## config.mk

```make
export PLATFORM = sky130hd
export DESIGN_NAME = fetch_queue
export DESIGN_NICKNAME = d
export VERILOG_FILES = /design/src/rtl/fetch_queue_pkg.sv /design/src/rtl/fetch_queue_ring.sv /design/src/rtl/fetch_queue.sv
export SDC_FILE = /design/constraint.sdc
export NUM_CORES = 1
export LEC_CHECK = 0
export CORE_ASPECT_RATIO = 2
export CORE_MARGIN = 2
export CORE_UTILIZATION = 60
export DETAILED_ROUTE_END_ITERATION = 6
export DONT_BUFFER_PORTS = 1
export PLACE_DENSITY = 0.84
export SYNTH_ARGS = -nofsm -noshare
export SYNTH_HDL_FRONTEND = slang
export SYNTH_SLANG_ARGS = --single-unit
```

## constraint.sdc

```tcl
create_clock -name clk -period 2.77 [get_ports clk]
set_input_delay 0.4155 -clock clk [delete_from_list [all_inputs] [get_ports clk]]
set_output_delay 0.4155 -clock clk [all_outputs]
set_load 0.02 [all_outputs]
```

## src/rtl/fetch_queue_pkg.sv

```systemverilog
// Shared definitions for the instruction prefetch queue: halt opcode,
// default-width queue entry layout and the halt-detect helper.
package fetch_pkg;

    localparam int unsigned OPC_W       = 4;
    localparam logic [OPC_W-1:0] OPC_HLT = 4'hF;

    localparam int unsigned DEF_INSTR_W = 16;
    localparam int unsigned DEF_ADDR_W  = 16;

    // Entry layout for the default widths; parameterised users build the
    // same {instr, pc} layout with their own widths.
    typedef struct packed {
        logic [DEF_INSTR_W-1:0] instr;
        logic [DEF_ADDR_W-1:0]  pc;
    } fq_entry_t;

    // True when the opcode field (top OPC_W bits of an instruction) is a halt.
    function automatic logic is_halt(input logic [OPC_W-1:0] opcode);
        return opcode == OPC_HLT;
    endfunction

endpackage

```

## src/rtl/fetch_queue_ring.sv

```systemverilog
// fq_ring: generic DEPTH x WIDTH ring buffer with push, pop, clear,
// occupancy count and a combinational head read. DEPTH must be a power of two.
module fq_ring #(
    parameter int unsigned WIDTH = 32,
    parameter int unsigned DEPTH = 4
) (
    input  logic                       clk,
    input  logic                       rst,
    input  logic                       clear_i,
    input  logic                       push_i,
    input  logic                       pop_i,
    input  logic [WIDTH-1:0]           data_i,
    output logic [WIDTH-1:0]           head_o,
    output logic [$clog2(DEPTH):0]     count_o
);

    localparam int unsigned PTR_W = $clog2(DEPTH);
    localparam int unsigned CNT_W = PTR_W + 1;

    logic [WIDTH-1:0] mem_q [DEPTH];
    logic [PTR_W-1:0] wr_ptr_q, wr_ptr_d;
    logic [PTR_W-1:0] rd_ptr_q, rd_ptr_d;
    logic [CNT_W-1:0] count_q, count_d;

    // Next pointer and occupancy values; clear wins over push/pop.
    always_comb begin
        // NOTE: every variable gets a default first so no latch is inferred.
        wr_ptr_d = wr_ptr_q;
        rd_ptr_d = rd_ptr_q;
        count_d  = count_q;
        if (clear_i) begin
            wr_ptr_d = '0;
            rd_ptr_d = '0;
            count_d  = '0;
        end else begin
            if (push_i) wr_ptr_d = wr_ptr_q + PTR_W'(1);
            if (pop_i)  rd_ptr_d = rd_ptr_q + PTR_W'(1);
            if (push_i && !pop_i)      count_d = count_q + CNT_W'(1);
            else if (pop_i && !push_i) count_d = count_q - CNT_W'(1);
        end
    end

    // Pointer and occupancy registers.
    always_ff @(posedge clk) begin
        // NOTE: non-blocking assignments so all registers update together at the edge.
        if (rst) begin
            wr_ptr_q <= '0;
            rd_ptr_q <= '0;
            count_q  <= '0;
        end else begin
            wr_ptr_q <= wr_ptr_d;
            rd_ptr_q <= rd_ptr_d;
            count_q  <= count_d;
        end
    end

    // Entry storage write.
    always_ff @(posedge clk) begin
        // NOTE: storage is not reset; the pointers alone define which entries are live.
        if (push_i && !clear_i) mem_q[wr_ptr_q] <= data_i;
    end

    assign head_o  = mem_q[rd_ptr_q];
    assign count_o = count_q;

endmodule

```

## src/rtl/fetch_queue.sv

```systemverilog
// fetch_queue: instruction prefetch buffer. Owns the fetch PC, keeps at most
// one request outstanding to a variable-latency instruction memory, queues
// returned instructions with their PCs, handles redirect/flush and halt.
// Optional: define FETCH_BYPASS_EN to forward a response straight to the
// output when the queue is empty.
module fetch_queue
    import fetch_pkg::*;
#(
    parameter int unsigned        INSTR_W  = 16,
    parameter int unsigned        ADDR_W   = 16,
    parameter int unsigned        DEPTH    = 4,
    parameter logic [ADDR_W-1:0]  RESET_PC = '0,
    parameter int unsigned        PC_STEP  = 2
) (
    input  logic               clk,
    input  logic               rst,
    output logic               req_valid,
    input  logic               req_ready,
    output logic [ADDR_W-1:0]  req_addr,
    input  logic               rsp_valid,
    input  logic [INSTR_W-1:0] rsp_data,
    output logic               instr_valid,
    input  logic               instr_ready,
    output logic [INSTR_W-1:0] instr,
    output logic [ADDR_W-1:0]  instr_pc,
    input  logic               redirect,
    input  logic [ADDR_W-1:0]  redirect_pc,
    output logic               fetch_halted
);

    localparam int unsigned CNT_W = $clog2(DEPTH) + 1;

    typedef struct packed {
        logic [INSTR_W-1:0] instr;
        logic [ADDR_W-1:0]  pc;
    } entry_t;

    logic [ADDR_W-1:0] fpc_q, fpc_d;
    logic [ADDR_W-1:0] inflight_pc_q, inflight_pc_d;
    logic              outstanding_q, outstanding_d;
    logic              drop_q, drop_d;
    logic              halted_q, halted_d;

    logic [CNT_W-1:0]  count;
    logic              queue_nonempty;
    entry_t            head, push_entry;
    logic              accept, rsp_fire, rsp_take, bypass, ring_push, ring_pop;

    assign queue_nonempty = (count != '0);

    // A request may only go out with no request in flight and space to land it.
    assign req_valid = ~rst & ~redirect & ~halted_q & ~outstanding_q & (count < CNT_W'(DEPTH));
    assign req_addr  = fpc_q;
    assign accept    = req_valid & req_ready;

    // Responses count only while a request is outstanding; a redirect or a
    // pending drop discards them.
    assign rsp_fire = rsp_valid & outstanding_q;
    assign rsp_take = rsp_fire & ~drop_q & ~redirect;

`ifdef FETCH_BYPASS_EN
    assign bypass = rsp_take & ~queue_nonempty;
`else
    assign bypass = 1'b0;
`endif

    assign push_entry.instr = rsp_data;
    assign push_entry.pc    = inflight_pc_q;
    assign ring_push        = rsp_take & ~(bypass & instr_ready);
    assign ring_pop         = queue_nonempty & instr_ready & ~redirect;

    fq_ring #(
        .WIDTH ($bits(entry_t)),
        .DEPTH (DEPTH)
    ) u_ring (
        .clk     (clk),
        .rst     (rst),
        .clear_i (redirect),
        .push_i  (ring_push),
        .pop_i   (ring_pop),
        .data_i  (push_entry),
        .head_o  (head),
        .count_o (count)
    );

    // Fetch control next state: redirect overrides issue and response handling.
    always_comb begin
        fpc_d         = fpc_q;
        inflight_pc_d = inflight_pc_q;
        outstanding_d = outstanding_q;
        drop_d        = drop_q;
        halted_d      = halted_q;
        if (redirect) begin
            fpc_d    = redirect_pc;
            halted_d = 1'b0;
            if (outstanding_q) begin
                // Still waiting on memory: remember to discard what comes back.
                outstanding_d = ~rsp_valid;
                drop_d        = ~rsp_valid;
            end
        end else begin
            if (accept) begin
                outstanding_d = 1'b1;
                inflight_pc_d = fpc_q;
                fpc_d         = fpc_q + ADDR_W'(PC_STEP);
            end
            if (rsp_fire) begin
                outstanding_d = 1'b0;
                drop_d        = 1'b0;
                if (rsp_take && is_halt(rsp_data[INSTR_W-1 -: OPC_W])) halted_d = 1'b1;
            end
        end
    end

    // Fetch control registers.
    always_ff @(posedge clk) begin
        if (rst) begin
            fpc_q         <= RESET_PC;
            inflight_pc_q <= '0;
            outstanding_q <= 1'b0;
            drop_q        <= 1'b0;
            halted_q      <= 1'b0;
        end else begin
            fpc_q         <= fpc_d;
            inflight_pc_q <= inflight_pc_d;
            outstanding_q <= outstanding_d;
            drop_q        <= drop_d;
            halted_q      <= halted_d;
        end
    end

    // Decode-side outputs: head entry, or the bypassed response, else zero.
    always_comb begin
        instr_valid = queue_nonempty | bypass;
        instr       = '0;
        instr_pc    = '0;
        if (bypass) begin
            instr    = rsp_data;
            instr_pc = inflight_pc_q;
        end else if (queue_nonempty) begin
            instr    = head.instr;
            instr_pc = head.pc;
        end
    end

    assign fetch_halted = halted_q;

endmodule

```

==> impl_metrics.py <==
metrics = {
    "clocking": {
        "cts-buffers-inserted": 17,
        "cts_setup_buffers": 0,
        "cts_max_path_buffers": 2,
        "cts-root-buf": "clkbuf_16",
        "clock_latency_ns": 0.41,
        "cts.clk_slew.worst_paths_ns": 0.06,
        "cts_tree": "built",
        "cts_hold_buf": 0,
        "cts_max_level": 4,
        "cts_resized": 0,
        "clock_sink_count": 172,
    },
    "pwr": {
        "powerDensity_mw_per_mm2": 659,
        "leakagePower_uw": 0.00241,
        "irDropWorstVdd_v": 0.000504,
    },
    "sta": {
        "setup_viol": 0,
        "tightest_slew_ns": 0.522,
        "max_freq_mhz": 406,
        "tns_ns": 0,
        "slew_viol_final": 0,
        "max_slew_margin_pct": 64.9,
        "finalClockSkew_ns": 0.0143,
        "min_period_ns": 2.46,
        "rsz0062_at_grt": "no",
        "finalHoldViolCount": 0,
        "hold_ws_ns": 0.0609,
        "fin_crit_sh_pct": 88.9,
    },
    "floorplan": {
        "start_util_pct": 60.9,
        "rows": 55,
        "core_mm2": 0.0112,
        "dieArea_mm2": 0.0123,
        "die_y_um": 155,
        "ios": 89,
        "die_w_um": 79.4,
    },
    "route": {
        "vias": 3653,
        "post_drt_wl_per_cell_um": 20.7,
        "dr.pass1.iters": 4,
        "routed_wirelength_um": 12600,
        "via_per_inst": 6.02,
        "ant_nets": 0,
        "drt_iter0_drc": 218,
        "drc": 0,
    },
    "synth": {
        "synth.area.top_cells": "edfxtp_1 (56%), dfxtp_1 (13%), mux4_2 (11%), and2_1 (3.4%), nand2_1 (2.5%)",
        "synth-seq-area-share_pct": 69.2,
        "synth_cell_types": 45,
        "syn_area_mm2": 0.00683,
        "synth_nets": 489,
        "synth_largest_area_cell": "edfxtp_1",
        "ys.flop_type": "edfxtp_1",
        "ys_seq_elements": 172,
        "ys_warn_count": 0,
        "syn_avg_cell_area_um2": 15.4,
        "syn_inst": 444,
        "synth_top_area_share_pct": 56.3,
        "synth_edf_count": 128,
        "async_flop_share_pct": 0,
    },
    "critical_path": {
        "r2r_end": "u_ring.count_o[2]",
        "path_max_fanout": 24,
        "reg2reg_from": "u_ring.count_o[2]",
        "r2r_slack_ns": 0.42,
        "reg2reg_depth": 9,
        "start_kind": "flip-flop",
        "endpoint_kind": "output pin",
        "critPathKind": "flip-flop to output pin",
        "arrival_ns": 2.05,
        "cp.required_ns": 2.35,
    },
    "layout": {
        "finalNonFillerCells": 607,
        "layout_common_cells": "edfxtp_1 (128), nand2_1 (45), dfxtp_1 (43)",
        "nFillCells": 754,
        "antenna_cells": 0,
        "nets": 497,
        "layout_commonest_cell": "edfxtp_1",
        "drive_gt1_share_pct": 18.7,
        "area_growth_pct": 10.4,
    },
    "placement": {
        "gp_congestion": 0.805,
        "place_inst": 575,
        "portBuffers": 0,
        "dp_hpwl_um": 8120,
    },
    "min_path": {
        "hold_path_startpoint": "rst",
        "hold_end": "outstanding_q",
        "hold_class": "input pin to flip-flop",
        "worstHoldPathCells": 1,
    },
    "status": {
        "status": "finished, final reports clean",
    },
    "grt": {
        "grt_usage_pct": 21.9,
        "grt_pass1_wl_um": 20000,
        "grt_overflow": 0,
        "antenna_found_initial": 0,
        "grt_max_degree": 37,
        "grt_pass1_vias": 3884,
    },
    "run": {
        "cap_violations": 0,
    },
}
==> cells in the mapped netlist (2+ instances only) <==
cell type	instances
dfxtp_1	44
xnor2_1	3
nand2b_1	3
nor4_1	2
and2_1	37
nor2_1	20
or4_1	2
nand3_1	6
xor2_1	4
a211oi_1	3
nand4_1	2
a21oi_1	30
ha_1	6
o211ai_1	3
nand3b_1	2
edfxtp_1	128
nand2_1	45
o21ai_0	3
nor3_1	3
mux4_2	32
clkbuf_1	14
mux2i_1	3
or3_1	4
a31oi_1	4
nor3_2	3
or2_1	3
inv_1	8
o311ai_1	2
buf_2	8
a22oi_1	2
==> how the worst max path moves through the flow <==
stage	from	to	cells after the start
finish	flip-flop	instr_pc[14]	3
global route	flip-flop	instr_pc[14]	3
CTS	flip-flop	instr_pc[12]	3
detailed placement	u_ring.count_o[2]	u_ring.count_o[2]	9
global placement	u_ring.count_o[2]	u_ring.count_o[2]	9
floorplan	u_ring.count_o[2]	u_ring.count_o[2]	9
==> worst max-delay path, cell delays in order, from the launching register on <==
cell     delay, ns
dfxtp_2       0.54
buf_12        0.28
mux4_2        0.54
and2_1        0.26
==> per-stage QoR <==
stage	power [uW]	setup slack [ns]	instance area, um^2	utilization (%)
floorplan	2950	0.538	6830	-
global placement	2960	0.570	7010	62.5
detailed placement	2970	0.456	7010	62.5
CTS	5010	0.249	7540	67.2
global route	5120	0.166	7540	67.2
finish	4970	0.307	7540	67.2
==> area by class of cell <==
type / instances / area [um^2] / share of cell area, %
Timing Repair Buffer: 13 / 110 / 1.46
Clock buffer: 18 / 429 / 5.69
Tap cell: 142 / 178 / 2.36
Clock inverter: 14 / 97.6 / 1.29
Sequential cell: 172 / 4730 / 62.7
Inverter: 8 / 30.0 / 0.398
Multi-Input combinational cell: 240 / 1970 / 26.1
==> kinds of logic after synthesis <==
kind of cell / Yosys count / synth area share (%)
adder cells (fa/ha/maj): 7 / 1.39
buffers and inverters: 32 / 2.02
flip-flops: 172 / 69.2
AND/OR/NAND/NOR: 140 / 11.0
AO/OA/AOI/OAI: 50 / 4.31
XOR/XNOR: 7 / 0.898
multiplexers: 36 / 11.2
==> routing by layer <==
layer	wire (um)	track usage [%]	vias up
met5	0	0	-
met4	176	7.88	0
met3	585	5.97	12
met2	7440	40.6	129
met1	4380	23.1	1828
li1	-	-	1684
==> state kept, by name (all words and copies together), names as in the netlist, 2 cells and up, named ones only <==
register / cells
u_ring.mem_q: 128
inflight_pc_q: 16
req_addr: 16
u_ring.wr_ptr_q: 2
u_ring.count_o: 3
u_ring.rd_ptr_q: 2
==> power breakdown <==
part           leakage (uW)  internal, uW  switching, uW
logic              0.000647          36.1           57.3
registers           0.00152          2780           46.7
clock network      0.000241          1140            913
(Power assumes the default switching activity.)
